**src/rtl/io_burst_sequencer.sv**
```systemverilog
// io_burst_sequencer: drives the NAND data IO unit word by word for one
// page-buffer burst. Write bursts fetch from the buffer and hand the word
// to the IO unit; read bursts take the IO unit's word and store it.
module io_burst_sequencer #(
  parameter int unsigned DATA_W = 16,
  parameter int unsigned ADDR_W = 14,
  parameter int unsigned LEN_W  = 14,
  parameter int unsigned TMO_W  = 10
) (
  input  logic              clk,
  input  logic              nreset,
  input  logic              start,
  input  logic              dir,
  input  logic [ADDR_W-1:0] base_addr,
  input  logic [LEN_W-1:0]  length,
  input  logic              abort,
  output logic              busy,
  output logic              done,
  output logic [1:0]        status,
  output logic [LEN_W-1:0]  words_done,
  output logic              io_activate,
  output logic              io_type,
  input  logic              io_busy,
  output logic [DATA_W-1:0] io_wdata,
  input  logic [DATA_W-1:0] io_rdata,
  output logic [ADDR_W-1:0] buf_addr,
  output logic              buf_re,
  input  logic [DATA_W-1:0] buf_rdata,
  output logic              buf_we,
  output logic [DATA_W-1:0] buf_wdata
);

  typedef enum logic [2:0] {
    S_IDLE,
    S_FETCH,
    S_LOAD,
    S_LAUNCH,
    S_WAIT_HI,
    S_WAIT_LO,
    S_STORE,
    S_FINISH
  } state_t;

  localparam logic [1:0] ST_OK    = 2'b00;
  localparam logic [1:0] ST_ABORT = 2'b01;
  localparam logic [1:0] ST_TMO   = 2'b10;

  state_t            r_state;
  logic              r_busy;
  logic              r_done;
  logic [1:0]        r_status;
  logic [LEN_W-1:0]  r_words_done;
  logic [LEN_W-1:0]  r_len;
  logic              r_io_act;
  logic              r_io_type;
  logic [DATA_W-1:0] r_io_wdata;
  logic [ADDR_W-1:0] r_buf_addr;
  logic              r_buf_re;
  logic              r_buf_we;
  logic [DATA_W-1:0] r_buf_wdata;
  logic [TMO_W-1:0]  r_tmo;
  logic              r_abt;

  logic [LEN_W-1:0]  w_wd_inc;
  logic              w_abt;
  logic              w_last;
  logic [TMO_W-1:0]  w_tmo_next;
  logic              w_tmo_hit;

  // Word-completion bookkeeping and saturating timeout look-ahead.
  // Timeout fires on the cycle the counter would reach all-ones, so a dead
  // IO unit costs exactly 2**TMO_W-1 wait cycles.
  always_comb begin
    w_wd_inc   = r_words_done + LEN_W'(1);
    w_abt      = r_abt | abort;
    w_last     = (w_wd_inc == r_len) | w_abt;
    w_tmo_next = (r_tmo == '1) ? r_tmo : r_tmo + TMO_W'(1);
    w_tmo_hit  = (w_tmo_next == '1);
  end

  // Burst FSM; strobes are registered and asserted for the state they belong to.
  always_ff @(posedge clk or negedge nreset) begin
    if (!nreset) begin
      r_state      <= S_IDLE;
      r_busy       <= 1'b0;
      r_done       <= 1'b0;
      r_status     <= '0;
      r_words_done <= '0;
      r_len        <= '0;
      r_io_act     <= 1'b0;
      r_io_type    <= 1'b0;
      r_io_wdata   <= '0;
      r_buf_addr   <= '0;
      r_buf_re     <= 1'b0;
      r_buf_we     <= 1'b0;
      r_buf_wdata  <= '0;
      r_tmo        <= '0;
      r_abt        <= 1'b0;
    end else begin
      r_io_act <= 1'b0;
      r_buf_re <= 1'b0;
      r_buf_we <= 1'b0;
      r_done   <= 1'b0;
      case (r_state)
        S_IDLE: begin
          if (start) begin
            r_io_type    <= dir;
            r_buf_addr   <= base_addr;
            r_len        <= length;
            r_words_done <= '0;
            r_status     <= ST_OK;
            r_busy       <= 1'b1;
            r_abt        <= 1'b0;
            if (length == '0) begin
              r_state <= S_FINISH;
            end else if (!dir) begin
              r_state  <= S_FETCH;
              r_buf_re <= 1'b1;
            end else begin
              r_state  <= S_LAUNCH;
              r_io_act <= 1'b1;
            end
          end
        end
        S_FETCH: begin
          r_state <= S_LOAD;
        end
        S_LOAD: begin
          r_io_wdata <= buf_rdata;
          r_state    <= S_LAUNCH;
          r_io_act   <= 1'b1;
        end
        S_LAUNCH: begin
          r_tmo   <= '0;
          r_abt   <= abort;
          r_state <= S_WAIT_HI;
        end
        S_WAIT_HI: begin
          r_abt <= w_abt;
          r_tmo <= w_tmo_next;
          if (io_busy) begin
            r_state <= S_WAIT_LO;
          end else if (w_tmo_hit) begin
            r_state  <= S_FINISH;
            r_status <= ST_TMO;
          end
        end
        S_WAIT_LO: begin
          r_abt <= w_abt;
          r_tmo <= w_tmo_next;
          if (!io_busy) begin
            if (r_io_type) begin
              r_buf_wdata <= io_rdata;
              r_state     <= S_STORE;
              r_buf_we    <= 1'b1;
            end else begin
              r_words_done <= w_wd_inc;
              r_buf_addr   <= r_buf_addr + ADDR_W'(1);
              if (w_last) begin
                r_state <= S_FINISH;
                if (w_abt) r_status <= ST_ABORT;
              end else begin
                r_state  <= S_FETCH;
                r_buf_re <= 1'b1;
              end
            end
          end else if (w_tmo_hit) begin
            r_state  <= S_FINISH;
            r_status <= ST_TMO;
          end
        end
        S_STORE: begin
          r_abt        <= w_abt;
          r_words_done <= w_wd_inc;
          r_buf_addr   <= r_buf_addr + ADDR_W'(1);
          if (w_last) begin
            r_state <= S_FINISH;
            if (w_abt) r_status <= ST_ABORT;
          end else begin
            r_state  <= S_LAUNCH;
            r_io_act <= 1'b1;
          end
        end
        S_FINISH: begin
          r_done  <= 1'b1;
          r_busy  <= 1'b0;
          r_state <= S_IDLE;
        end
        default: r_state <= S_IDLE;
      endcase
    end
  end

  assign busy        = r_busy;
  assign done        = r_done;
  assign status      = r_status;
  assign words_done  = r_words_done;
  assign io_activate = r_io_act;
  assign io_type     = r_io_type;
  assign io_wdata    = r_io_wdata;
  assign buf_addr    = r_buf_addr;
  assign buf_re      = r_buf_re;
  assign buf_we      = r_buf_we;
  assign buf_wdata   = r_buf_wdata;

endmodule

```
**config.mk**
```make
export PLATFORM = sky130hd
export DESIGN_NAME = io_burst_sequencer
export DESIGN_NICKNAME = d
export VERILOG_FILES = /design/src/rtl/io_burst_sequencer.sv
export SDC_FILE = /design/constraint.sdc
export NUM_CORES = 1
export LEC_CHECK = 0
export CORE_MARGIN = 4
export CORE_UTILIZATION = 28
export DETAILED_ROUTE_END_ITERATION = 10
export GPL_TIMING_DRIVEN = 1
export HOLD_SLACK_MARGIN = 0.02
export PLACE_DENSITY_LB_ADDON = 0.3
export RECOVER_POWER = 25
export SYNTH_ARGS = -nofsm -noshare
export SYNTH_HDL_FRONTEND = slang
export SYNTH_SLANG_ARGS = --single-unit
```
**constraint.sdc**
```tcl
create_clock -name clk -period 2.5 [get_ports clk]
set_input_delay 0.5 -clock clk [delete_from_list [all_inputs] [get_ports clk]]
set_output_delay 0.5 -clock clk [all_outputs]
set_load 0.02 [all_outputs]
```
; Word-level counts from Yosys, hierarchy flattened
; Cells that the tools add are included.
[op_classes]
addsub = 3
eq_ne = 15
mux = 47
bitwise = 3
reduce_logical = 15
[op_table]
columns = cell, count
row1 = 14-bit two-way mux, 6
row2 = 14-bit one-hot mux with 3 select lines, 2
row3 = 14-bit by 1-bit adder with 14-bit output (second input constant), 2
row4 = 3-bit two-way mux, 8
row5 = 3-bit one-hot mux with 8 select lines, 1
row6 = 10-bit equality test (second input constant), 2
row7 = 10-bit one-hot mux with 2 select lines, 1
row8 = 2-bit two-way mux, 8
row9 = 1-bit two-way mux, 15
row10 = 14-bit equality test, 1
row11 = 14-bit zero test, 1
row12 = 3-bit equality test (second input constant), 4
row13 = 10-bit by 1-bit adder with 10-bit output (second input constant), 1
row14 = 10-bit two-way mux, 1
row15 = 2-bit inequality test (second input constant), 4
row16 = 2-bit one-hot mux with 4 select lines, 1
row17 = 4-bit AND reduction, 2
row18 = 3-bit by 2-bit equality test with 1-bit output (second input constant), 2
row19 = 1-bit one-hot mux with 3 select lines, 2
row20 = 2-bit AND reduction, 3
row21 = 3-bit nonzero test, 2
row22 = 1-bit one-hot mux with 2 select lines, 2
row23 = 2-bit nonzero test, 2
row24 = 4-bit nonzero test, 1
row25 = other kinds (8), 9
[word_totals]
regBits = 96
wordCells = 98

; Longest topological paths before layout
[depth]
ltp_word = 7
mapped_depth = 9
depth_no_buf = 8

; Least setup slack after synthesis
; OpenSTA, ideal clock, no wires.
[synth_timing]
kind = register to register
from = register r_words_done[0] (netlist: words_done[0])
to = register r_state[1]
setup_time_ns = 0.087
arrival_ns = 2.600
t_required_ns = 2.413
slack_ns = -0.186
stages_incl_launch_ff = 10
n_path_buf = 1
synth_period_minus_slack_ns = 2.686
path_cell_list = dfrtp_1 -> ha_1 -> and4_2 -> clkbuf_1 -> and2_1 -> o221ai_1 -> a2111o_1 -> a2111oi_4 -> nor3_2 -> a211oi_2
[synth_via]
elab_chain_cells = 7
[synth_lines]
columns = item, line
row1 = from (decl), 52  ; logic [LEN_W-1:0] r_words_done;
row2 = from (signal assigned), 157  ; r_words_done <= w_wd_inc;
row3 = from (signal assigned), 174  ; r_words_done <= w_wd_inc;
row4 = 14-bit by 1-bit adder with 14-bit output, 74  ; w_wd_inc = r_words_done + LEN_W'(1);
row5 = 14-bit equality test, 76  ; w_last = (w_wd_inc == r_len) | w_abt;
row6 = 1-bit OR, 76
row7 = 3-bit two-way mux, 159  ; if (w_last) begin
row8 = 3-bit two-way mux, 152  ; if (r_io_type) begin
row9 = 3-bit two-way mux, 151  ; if (!io_busy) begin
row10 = 3-bit one-hot mux with 8 select lines, 104  ; case (r_state)
row11 = to (signal assigned), 154  ; r_state <= S_STORE;
row12 = to (signal assigned), 160  ; r_state <= S_FINISH;
row13 = to (signal assigned), 163  ; r_state <= S_FETCH;
row14 = to (decl), 48  ; state_t r_state;
; Every way passes these cells.
; A chain may end at the register's enable or synchronous reset.

; Worst setup path after layout
[layout_timing]
from = register r_words_done[1] (netlist: words_done[1])
to = register r_state[2]
[layout_via]
elab_chain_cells = 7
[layout_lines]
columns = item, line
row1 = 14-bit by 1-bit adder with 14-bit output *, 74
row2 = 14-bit equality test *, 76
row3 = 1-bit OR *, 76
row4 = 3-bit two-way mux, 159
row5 = 3-bit two-way mux, 152
row6 = 3-bit two-way mux, 151
row7 = 3-bit one-hot mux with 8 select lines *, 104
; Mark *: on every way between the ends. The rest lies on a longest branch, timed or not.

==> summary.md <==
| Metric | Value |
|---|---|
| DP HPWL | `11600 um` |
| FF+latch count, synth | `96` |
| CTS Buf Count | `9` |
| Largest net degree at the start of global routing | `47` |
| Mapped Nets | `between 600 and 700` |
| Critical path type | `flip-flop to flip-flop` |
| Drt via density | `5.19` |
| Avg WL per Cell | `16.8 um` |
| Antenna diodes | `0` |
| Number of endpoints failing setup at the final stage | `0` |
| RSZ-0062 raised after global routing | `yes` |
| Avg Cell Area, Syn | `9.56 um^2` |
| Final Util | `0.406` |
| Worst slack at placement | `roughly 13 ps` |
| CP top delay family | `compound AO/OA/AOI/OAI gates` |
| Library cells used by synthesis | `66` |
| Yosys top cell area share | `0.463` |
| Crit path cell chain | `nand3_4, o21a_1, or4_1, a2111o_1, a2111oi_4, buf_4, a31oi_1, o21ai_1` |
| Post-route ant nets | `0` |
| # DRC | `0` |
| Fillcell total | `1714` |
| Most used DFF post-synth | `dfrtp_1` |
| Max-cap violation count | `1` |
| Final setup TNS | `0 ps` |
| PnR worst setup slack | `19.2 ps` |
| Worst endpoint required time | `2770 ps` |
| Synth area leaders | `dfrtp_1, mux2_2, nand2_1` |
| Area Growth Syn to Fin | `41.6%` |
| Post-Route WL | `15500 um` |
| IO Count | `134` |
| CTS root buf | `clkbuf_16` |
| DIE AREA | `20800 um^2` |
| First-pass GRT wire length | `24700 um` |
| Worst Path Max Fanout | `7` |
| Cts-stage hold buffer count | `0` |
| Total GRT Usage | `0.150` |
| Pwr/cell area | `1160 nW/um^2` |
| CTS clk-pin slew, worst paths | `roughly 60 ps` |
| Via Count | `around 4800` |
| NumNets Final | `758` |
| Seq/Total Area, Yosys | `0.463` |
| Die W | `roughly 140 um` |
| Cell Area, Synth | `5180 um^2` |
| Placed Instance Area | `6940 um^2` |
| CTS tree | `done` |
| Final Critical Period | `2480 ps` |
| Routability Congestion | `0.885` |
| Die Ht | `144 um` |
| Starting density of the core | `0.287` |
| Area leader, netlist | `dfrtp_1` |
| CP max-delay cell | `or4_1` |
| Fmax | `slightly above 400 MHz` |
| Port bufs | `133` |
| Final instance area | `7340 um^2` |
| PnR Total Power | `approximately 0.0085 W` |
| Multi-input logic area | `2650 um^2` |
| Failing checks | `capacitance limit, slew limit` |
| Outcome | `finished, violations left` |
| DR pass1 iterations | `5` |
| Max VDD drop | `0.504 mV` |
| Max Root-Sink Buffers | `2` |
| CP Data Arrival Time | `between 2000 and 3000 ps` |
| Critical path endpoint category | `flip-flop` |
| Clock skew | `roughly 8.6 ps` |
| Period Utilization, post-route | `0.992` |
| Fraction of layout cells with a size suffix above 1 | `0.169` |
| Later-pin clock latency in the skew report | `350 ps` |
| Measured slew at the worst slew-check pin | `~1600 ps` |
| # clock sinks | `96` |
| Slew Limit Fails | `28` |
| YS warnings | `0` |
| Number of synthesized flops with an enable pin | `0` |
| Sequential Area | `approximately 2400 um^2` |
| Iteration-0 DRC Markers | `314` |
| Congestion Overflow GR | `0` |
| CP max stage delay | `~500 ps` |
| Final Hold Viols | `0` |
| Fraction of registers with async set or reset after synthesis | `1.00` |
| Initial antenna violation count | `0` |
| Cell row count | `49` |
| Instance count of the mapped netlist | `542` |
| # H-tree levels | `3` |
| Setup slack, reg-to-reg | `20 ps` |
| Core ar. | `18100 um^2` |
| Worst Path Buf+Inv | `1` |
| Hold Path Class | `flip-flop to flip-flop` |
| Pleak | `2.92 nW` |
| Vias in the first global route | `4821` |
| Type of origin of the critical path | `flip-flop` |
| Rel. slew slack | `-0.0619` |
## metal layers
layer	part of all wire	track usage
met1	0.43	0.192
met2	0.49	0.250
met3	0.052	0.0327
met4	0.019	0.0505
met5	0	0
## synth_stat cells (all sizes together), types with 8 or more instances
master  instances
mux2           48
o21ai          40
nand3          21
nor2           46
a31oi          10
xor2            9
nor3           21
and3            9
a21oi          40
dfrtp          96
nand4           9
nand2          56
inv             8
clkbuf         24
## registers in the layout, summed over array words and instances, names as in the netlist, 2 cells and up
signal,flops
words_done,14
buf_addr,14
r_len,14
buf_wdata,16
r_tmo,10
status,2
io_wdata,16
r_state,3
## worst reg2reg max path: stages (launching register included)
cell and delay, ps:
dfrtp_2 440, nand3_4 130, o21a_1 200, or4_1 500
a2111o_1 430, a2111oi_4 360, buf_4 190, a31oi_1 80
o21ai_1 80
## path summary, 6_finish.rpt
path,start,end,cells past startpoint
worst max-delay path,words_done[1],r_state[2],8
worst min-delay path,buf_wdata[3],buf_wdata[3],1
worst max register to register,words_done[1],r_state[2],8
worst min register to register,buf_wdata[3],buf_wdata[3],1
max in group asynchronous,nreset,buf_addr[0],2
min in group asynchronous,nreset,busy,1
## cell type report
type | count | area share
Multi-Input combinational cell | 406 | 0.361
Clock inverter | 6 | 0.0177
Timing Repair Buffer | 167 | 0.217
Inverter | 9 | 0.00460
Sequential cell | 96 | 0.328
Tap cell | 229 | 0.0390
Clock buffer | 10 | 0.0326
## logic make-up (layout without fill, tap and decap cells)
logic type      count (synthesis)  after routing  share of synthesized area
simple gates                  194            194                      0.182
compound gates                141            141                      0.174
flops                          96             96                      0.463
mux                            51             51                      0.110
buf+inv                        40            192                     0.0323
xor+xnor                       17             17                     0.0314
fa+ha+maj                       3              3                    0.00724
## stage by stage
step	cells	hold slack, ps
after floorplan	542	204
after global placement	905	449
after CTS	921	76.9
after detailed placement	905	458
after global routing	923	522
final	923	508
## report_power, final
part / total [W] / switching, W / internal, W
sequential: 0.00274 / 0.000569 / 0.00217
combinational: 0.00405 / 0.00213 / 0.00192
clock: 0.00170 / 0.000602 / 0.00110
## repair_timing
item / in CTS / in global routing
pin swaps: 0 / 1
hold endpoints to repair: 0 / 0
resized for setup: 1 / 4
endpoints found under the setup margin: 1 / 4
buffers inserted: 0 / 2
## layout by cell type, fill, tap and decap left out, types with 5 or more instances in the layout
cell type,count
clkdlybuf4s50_1,132
dfrtp_1,91
nand2_1,56
mux2_2,48
nor2_1,45
a21oi_1,40
o21ai_0,38
buf_4,33
nand3_1,20
nor3_1,19
a31oi_1,10
and3_1,9
xor2_1,9
nand4_1,9
clkbuf_16,9
inv_1,8
xnor2_1,7
nor4_1,7
o22ai_1,6
o211ai_1,5
o31ai_1,5
dfrtp_2,5
Note: power is estimated with default switching activity, not from simulation.
